File: src/rtl/alu_mul_seq.sv
// alu_mul_seq: sequential RV32M multiplier (shift-add over a shared CLA32, sign fixup pass)

// CLA32: 32-bit adder built from 4-bit carry-lookahead groups with rippled group carries
module CLA32 (
   input  logic [31:0] a,
   input  logic [31:0] b,
   input  logic        cin,
   output logic [31:0] sum,
   output logic        cout
);
   logic [31:0] g, p;
   logic [32:0] c;
   assign g = a & b;
   assign p = a ^ b;
   // carries resolved four bits at a time from generate/propagate terms
   always_comb begin
      c[0] = cin;
      for (int j = 0; j < 32; j += 4) begin
         c[j+1] = g[j] | (p[j] & c[j]);
         c[j+2] = g[j+1] | (p[j+1] & g[j]) | (p[j+1] & p[j] & c[j]);
         c[j+3] = g[j+2] | (p[j+2] & g[j+1]) | (p[j+2] & p[j+1] & g[j])
                | (p[j+2] & p[j+1] & p[j] & c[j]);
         c[j+4] = g[j+3] | (p[j+3] & g[j+2]) | (p[j+3] & p[j+2] & g[j+1])
                | (p[j+3] & p[j+2] & p[j+1] & g[j]) | (p[j+3] & p[j+2] & p[j+1] & p[j] & c[j]);
      end
   end
   assign sum  = p ^ c[31:0];
   assign cout = c[32];
endmodule

module alu_mul_seq (
   input  logic        clk,
   input  logic        rst_n,
   input  logic        start,
   input  logic [1:0]  op,
   input  logic [31:0] a,
   input  logic [31:0] b,
   output logic        busy,
   output logic        done,
   output logic [31:0] result
);
   typedef enum logic [1:0] {IDLE, CALC, FIXUP, DONE} state_t;
   state_t state, state_nx;
   logic [1:0]  op_r;
   logic        neg, accept, sa, sb, fix;
   logic [31:0] m, hi, lo;
   logic [4:0]  cnt;
   logic [31:0] add_a, add_b, add_sum, nlo;
   logic        add_cin, add_c, nlo_c;
   assign accept = start & (state == IDLE || state == DONE);
   assign sa     = a[31] & (op == 2'b01 || op == 2'b10);
   assign sb     = b[31] & (op == 2'b01);
   assign fix    = state == FIXUP;
   // the accumulate adder doubles as the upper half of the 64-bit negation during fixup
   assign add_a   = fix ? ~hi : hi;
   assign add_b   = fix ? 32'd0 : m;
   assign add_cin = fix & nlo_c;
   CLA32 u_add (.a(add_a), .b(add_b), .cin(add_cin), .sum(add_sum), .cout(add_c));
   CLA32 u_nlo (.a(~lo), .b(32'd0), .cin(1'b1), .sum(nlo), .cout(nlo_c));
   // state register
   always_ff @(posedge clk or negedge rst_n)
      if (!rst_n) state <= IDLE;
      else state <= state_nx;
   // next state and status outputs
   always_comb begin
      state_nx = state;
      busy     = state == CALC || state == FIXUP;
      done     = state == DONE;
      case (state)
         IDLE:  state_nx = start ? CALC : IDLE;
         CALC:  state_nx = cnt == 5'd31 ? FIXUP : CALC;
         FIXUP: state_nx = DONE;
         DONE:  state_nx = start ? CALC : IDLE;
         default: state_nx = IDLE;
      endcase
   end
   // operand capture, shift-add iterations and sign fixup
   always_ff @(posedge clk or negedge rst_n)
      if (!rst_n) begin
         op_r   <= '0;
         neg    <= 1'b0;
         m      <= '0;
         hi     <= '0;
         lo     <= '0;
         cnt    <= '0;
         result <= '0;
      end else if (accept) begin
         op_r <= op;
         neg  <= sa ^ sb;
         m    <= sa ? -a : a;
         lo   <= sb ? -b : b;
         hi   <= '0;
         cnt  <= '0;
      end else if (state == CALC) begin
         {hi, lo} <= lo[0] ? {add_c, add_sum, lo[31:1]} : {1'b0, hi, lo[31:1]};
         cnt      <= cnt + 5'd1;
      end else if (fix) begin
         if (neg) {hi, lo} <= {add_sum, nlo};
         result <= op_r == 2'b00 ? (neg ? nlo : lo) : (neg ? add_sum : hi);
      end
endmodule

File: config.mk
export PLATFORM = sky130hd
export DESIGN_NAME = alu_mul_seq
export DESIGN_NICKNAME = d
export VERILOG_FILES = /design/src/rtl/alu_mul_seq.sv
export SDC_FILE = /design/constraint.sdc
export NUM_CORES = 1
export LEC_CHECK = 0
export ABC_AREA = 1
export CAP_MARGIN = 10
export CORE_MARGIN = 2
export CORE_UTILIZATION = 55
export DETAILED_ROUTE_END_ITERATION = 8
export PLACE_DENSITY = 0.82
export RECOVER_POWER = 50
export SETUP_SLACK_MARGIN = 0.1
export SLEW_MARGIN = 20
export SYNTH_ARGS = -nofsm -noshare
export SYNTH_HDL_FRONTEND = slang
export SYNTH_HIERARCHICAL = 1
export SYNTH_SLANG_ARGS = --single-unit
File: constraint.sdc
create_clock -name clk -period 7.9 [get_ports clk]
set_clock_uncertainty 0.2 [all_clocks]
set_input_delay 0.79 -clock clk [delete_from_list [all_inputs] [get_ports clk]]
set_output_delay 0.79 -clock clk [all_outputs]
set_load 0.02 [all_outputs]
==> impl_results.md <==
- Status: complete, but fails checks
- Violated checks: capacitance limit, slew limit
- Count of state elements after synthesis: 138
- First-pass GRT wire length: 57.1 mm
- Drt pass-1 iters: 8
- Number of enable flip-flop cells after synthesis: 0
- Final weighted congestion in routability-driven placement: 0.937
- Total number of vias: 12500
- Synth top area share: 28.1%
- Total core area: 0.0219 mm^2
- HP Class: flip-flop to flip-flop
- CP endpoint kind: flip-flop
- Count of final hold-check violations: 0
- Die Y-Extent: 154 um
- Layout cell share with drive strength beyond 1: 5.06%
- Die boundary width: 154 um
- Final period utilization: 67.4%
- Count of hold buffers inserted by post-cts repair: 0
- Count of antenna diodes in the layout: 0
- Post-CTS Repair Setup Buffers: 0
- Input/output buffers: 102
- RSZ-0062 raised after global routing: false
- Overall power after layout: 0.00586 W
- H-tree levels: 4
- Smallest setup slack after layout: 2580 ps
- Final critical-path required period: 5320 ps
- DR WL/cell: 15.6 um
- Cts repair resizes: 0
- Total Negative Setup Slacks: 0 ps
- Startpoint class of the critical path: input port
- Number of core rows: 54
- Cell area after synthesis: 0.0123 mm^2
- Gr ovfl total: 0
- Maximum number of pins on one net before global-route repair: 74
- Vias in the first global route: 12000
- VDD IR max: 0.000242 V
- Required time at the endpoint of the critical path: 7950 ps
- Setup-failing EPs final: 0
- Total clock sinks: 138
- Clock-pin slew on the worst setup and hold paths: 60 ps
- Commonest non-fill, non-tap cells in the layout: sky130_fd_sc_hd__nand2_1 (387), sky130_fd_sc_hd__inv_1 (201), sky130_fd_sc_hd__nor2_1 (200)
- Worst path arrival time: 5370 ps
- Remaining number of nets flagged by the antenna check after routing: 0
- Placement-stage worst setup slack: 3220 ps
- Unique cell type count in the Yosys netlist: 43
- Routed wire length: 34.0 mm
- Initial core utilization: 56.2%
- Post-layout net count: 2040
- Measured slew at the worst slew-check pin: 3820 ps
- TritonCTS clock tree: built
- Most frequently used flop master after synthesis: sky130_fd_sc_hd__dfrtp_1
- Max Fanout on Critical Path: 65
- DP HPWL: 24.4 mm
- Number of buffers inserted during clock tree synthesis: 17
- Peak clock frequency supported by timing: 188 MHz
- Async set-reset flop share out of synthesis: 100%
- Remaining max-slew budget at the tightest pin: -154%
- Antenna violations before repair: 0
- Deepest clock path buffer count: 2
- Number of vias per cell after detailed routing: 5.76
- Die area: 0.0236 mm^2
- Part of the Yosys area used for sequential elements: 28.1%
- Total power per unit cell area: 417 mW/mm^2
- Leading cell type in the layout, fill and taps excluded: sky130_fd_sc_hd__nand2_1
- Number of ports placed on the die boundary: 103
- Root buffer selected by CTS: sky130_fd_sc_hd__clkbuf_16
- Final slew viol count: 229
- DR iter-0 viols: 1085
- Count of maximum capacitance violations: 4
- Top cells by area, synth: sky130_fd_sc_hd__dfrtp_1 (28%), sky130_fd_sc_hd__nand2_1 (12%), sky130_fd_sc_hd__o21ai_0 (7.5%)
- Per-instance average area after synthesis: 6.84 um^2
- Worst setup path category: input port to flip-flop
- Final Hold Slack: 283 ps
- Synthesized instance count: 1799
- Warning count from the yosys run: 6
- Area Growth Syn to Fin: 14.3%
- Biggest area consumer among synthesized cells: sky130_fd_sc_hd__dfrtp_1
- DR DRC count: 0
- GRT Overall Usage: 29.1%
- Leak Pwr: 6.91 nW
- Clock latency of the later-clocked register in the worst-skew pair: 430 ps
area by class of cell:
cell class,count,area (um^2)
Fill cell,1913,7830
Multi-Input combinational cell,1407,7810
Sequential cell,138,3450
Timing Repair Buffer,109,1060
Inverter,210,796
Clock buffer,18,439
Tap cell,280,350
Clock inverter,14,146
flip-flops by register name (all words and copies together) (netlist names):
register / flops
hi: 32
m: 32
op_r: 2
neg: 1
state: 2
cnt: 5
lo: 32
result: 32
report_power, final:
group          internal (W)  switching [W]
registers           0.00101       0.000221
logic               0.00138        0.00245
clock network      0.000473       0.000322
final timing paths:
| path | startpoint | end | slack (ps) | cells past startpoint |
|---|---|---|---|---|
| worst max-delay path | start | lo[0] | 2580 | 9 |
| worst min-delay path | m[11] | m[11] | 280 | 2 |
| worst max register to register | state[0] | lo[0] | 2580 | 10 |
| worst min register to register | m[11] | m[11] | 280 | 2 |
| max in group asynchronous | rst_n | hi[16] | 2690 | 2 |
| min in group asynchronous | rst_n | result[6] | 1480 | 1 |
layer usage:
metal | GRT usage [%] | part of all wire [%]
met3 | 4.26 | 6.0
met5 | 0 | 0
met2 | 47.9 | 46
met4 | 11.5 | 3.3
met1 | 38.9 | 44
critical path, cell delays in order:
cell and delay (ps):
sky130_fd_sc_hd__clkdlybuf4s50_1 400, sky130_fd_sc_hd__nand2_1 1080, sky130_fd_sc_hd__inv_4 630, sky130_fd_sc_hd__nor2_8 610, sky130_fd_sc_hd__inv_4 110, sky130_fd_sc_hd__nor2_8 390
sky130_fd_sc_hd__inv_4 380, sky130_fd_sc_hd__nand2_2 680, sky130_fd_sc_hd__o221ai_1 220
per-stage QoR:
stage | utilization (%) | area [um^2] | instances
after floorplan | - | 12500 | 1839
after global placement | 61.6 | 13500 | 2144
after detailed placement | 61.6 | 13500 | 2144
after CTS | 64.3 | 14100 | 2176
after global routing | 64.2 | 14100 | 2176
final | 64.2 | 14100 | 2176
logic make-up after synthesis:
group                      share of synthesized area (%)
and+or+nand+nor                                     28.1
AOI/OAI and AO/OA                                   18.0
buffers and inverters                               9.71
DFF                                                 28.1
adders and majority gates                           9.93
xor gates and xnor gates                            6.12
other                                             0.0610
cell usage after synthesis, types with 16 or more instances:
cell and count:
sky130_fd_sc_hd__a21oi_1 102, sky130_fd_sc_hd__a221oi_1 21, sky130_fd_sc_hd__a31oi_1 38, sky130_fd_sc_hd__buf_2 46, sky130_fd_sc_hd__clkbuf_1 32, sky130_fd_sc_hd__dfrtp_1 138
sky130_fd_sc_hd__fa_1 16, sky130_fd_sc_hd__ha_1 72, sky130_fd_sc_hd__inv_1 202, sky130_fd_sc_hd__nand2_1 386, sky130_fd_sc_hd__nand2_2 18, sky130_fd_sc_hd__nand2_4 17
sky130_fd_sc_hd__nand3_1 127, sky130_fd_sc_hd__nor2_1 202, sky130_fd_sc_hd__o21ai_0 184, sky130_fd_sc_hd__o22ai_1 32, sky130_fd_sc_hd__xor2_1 72
No activity file was read; power rests on OpenSTA's default activity.
==> edit: new RTL, same settings <==
Add an input register stage for `start`, `op`, `a` and `b`, with the module's reset; this delays them by one clock.
--- a/src/rtl/alu_mul_seq.sv
+++ b/src/rtl/alu_mul_seq.sv
@@ -41,4 +41,24 @@
 );
    typedef enum logic [1:0] {IDLE, CALC, FIXUP, DONE} state_t;
+
+   logic start_q;
+   logic [1:0] op_q;
+   logic [31:0] a_q;
+   logic [31:0] b_q;
+
+   always_ff @(posedge clk or negedge rst_n) begin
+      if (!rst_n) begin
+         start_q <= '0;
+         op_q    <= '0;
+         a_q     <= '0;
+         b_q     <= '0;
+      end else begin
+         start_q <= start;
+         op_q    <= op;
+         a_q     <= a;
+         b_q     <= b;
+      end
+   end
+
    state_t state, state_nx;
    logic [1:0]  op_r;
@@ -48,7 +68,7 @@
    logic [31:0] add_a, add_b, add_sum, nlo;
    logic        add_cin, add_c, nlo_c;
-   assign accept = start & (state == IDLE || state == DONE);
-   assign sa     = a[31] & (op == 2'b01 || op == 2'b10);
-   assign sb     = b[31] & (op == 2'b01);
+   assign accept = start_q & (state == IDLE || state == DONE);
+   assign sa     = a_q[31] & (op_q == 2'b01 || op_q == 2'b10);
+   assign sb     = b_q[31] & (op_q == 2'b01);
    assign fix    = state == FIXUP;
    // the accumulate adder doubles as the upper half of the 64-bit negation during fixup
@@ -68,8 +88,8 @@
       done     = state == DONE;
       case (state)
-         IDLE:  state_nx = start ? CALC : IDLE;
+         IDLE:  state_nx = start_q ? CALC : IDLE;
          CALC:  state_nx = cnt == 5'd31 ? FIXUP : CALC;
          FIXUP: state_nx = DONE;
-         DONE:  state_nx = start ? CALC : IDLE;
+         DONE:  state_nx = start_q ? CALC : IDLE;
          default: state_nx = IDLE;
       endcase
@@ -86,8 +106,8 @@
          result <= '0;
       end else if (accept) begin
-         op_r <= op;
+         op_r <= op_q;
          neg  <= sa ^ sb;
-         m    <= sa ? -a : a;
-         lo   <= sb ? -b : b;
+         m    <= sa ? -a_q : a_q;
+         lo   <= sb ? -b_q : b_q;
          hi   <= '0;
          cnt  <= '0;
Check against the original RTL: not equivalent (Yosys sat finds a counterexample within 4 cycles, from zero or initial values and one cycle with rst_n low).
==> edit against the unedited design <==
  * The run still ends with capacitance limit, slew limit left
  * Sequential power increased by 26%
  * Sequential cell count rose by 67
  * Core utilization decreased by 0.37 points
  * Worst setup slack got worse by 0.24 ns
  * Total power is 5.4% higher
  * Hold slack worse by 0.0015 ns
  * Design area up 14%
  * Area after synthesis increased by 13%
  * Wire length increased by 2.8%
  * First-iteration DRC count grew 11%
==> edit: results <==
[route]
drt_iter0_drc = 1206
met2_length_mm = 17.00
drt-wirelength-per-cell_um = 15.29
first_pass_iters = 6
wl_met3_mm = 2.269
wl_mm = 35.00
met1_length_mm = 14.52

[synth]
postSynthCellCount = 1848
synth_compound_area_share_pct = 16.53
synth-xor-area-share_pct = 5.403
synth_common_cells = "nand2_1 (372), dfrtp_1 (205), nor2_1 (201), inv_1 (197), o21ai_0 (188)"
ys_seq_area_share_pct = 36.80

[flow_run]
cap_violations = 3

[grt]
grt_pass1_vias = 12300
grtUsageMet3_pct = 3.149
use_met2_pct = 44.44
globalRouteTotalUtil_pct = 26.48

[floorplanning]
die_area_um2 = 26640

[power_and_ir_drop]
max-vdd-ir-drop_uv = 175.7
leakagePower_nw = 7.662

[clock_network]
htree_levels = 1
clk_latency_ns = 0.53
numCtsBuffers = 24

[final_layout]
finalNetCount = 2101
fill_cells = 2139
drive_gt1_share_pct = 5.717

[run_status]
status = "complete, but fails checks"
violations = "capacitance limit, slew limit"

[critical_path]
critPathArrivalTime_ns = 5.68
cp_max_fo = 57

[sta]
drv_slew = 197
max_slew_margin_pct = -146.4

[hold_path]
hold_start = "m[30]"

[place]
place_inst = 2248
dpl.hpwl_mm = 24.68
-- edit: cell types whose count changed after synthesis, sizes merged, moves of 3 or more --
cell,change
nand2,-11
o21ai,+5
clkbuf,-5
a22oi,+7
a221oi,+4
dfrtp,+67
a21oi,+3
buf,+5
o211ai,-4
nand3,-18
inv,-5
-- edit: kinds of logic (layout without fill, tap and decap cells) --
| group | count (synthesis) | count (layout) |
|---|---|---|
| simple gates | 766 | 766 |
| buf+inv | 289 | 360 |
| flops | 205 | 205 |
| compound gates | 412 | 412 |
| other cells | 2 | 42 |
| fa+ha+maj | 88 | 88 |
| xor+xnor | 86 | 86 |
-- edit: layout make-up --
type                            count  area (µm²)  share of cell area, %
Timing Repair Buffer              114        1102                  6.896
Clock buffer                       35       713.2                  4.461
Multi-Input combinational cell   1394        7797                  48.78
Inverter                          205       770.7                  4.822
Clock inverter                      6       57.56                 0.3601
Sequential cell                   205        5131                  32.10
Tap cell                          330       412.9                  2.583
-- edit: final timing paths --
check | end | slack, ns | cells past startpoint
setup / recovery | lo[0] | 2.34 | 10
hold / removal | m[30] | 0.28 | 2
setup reg to reg | lo[0] | 2.34 | 10
hold reg to reg | m[30] | 0.28 | 2
max in group asynchronous | result[17] | 2.75 | 2
min in group asynchronous | b_q[29] | 1.34 | 1
-- edit: worst max-delay path: stages (launching register included) --
cell and delay (ns):
dfrtp_1 0.38, inv_1 0.06, ha_1 0.33, nand2_1 0.08, clkbuf_1 1.62, nand2_4 0.25, nor2_8 0.60, clkinv_2 0.90
nand2_1 0.27, buf_4 0.44, o221ai_1 0.19
-- edit: where the power goes --
group          switching [W]  internal, W  leakage (nW)  total [W]
Sequential          0.000192      0.00136          2.36    0.00155
Clock               0.000439     0.000653         0.380    0.00109
Combinational        0.00224      0.00129          4.93    0.00353
Total                0.00287      0.00331          7.66    0.00618
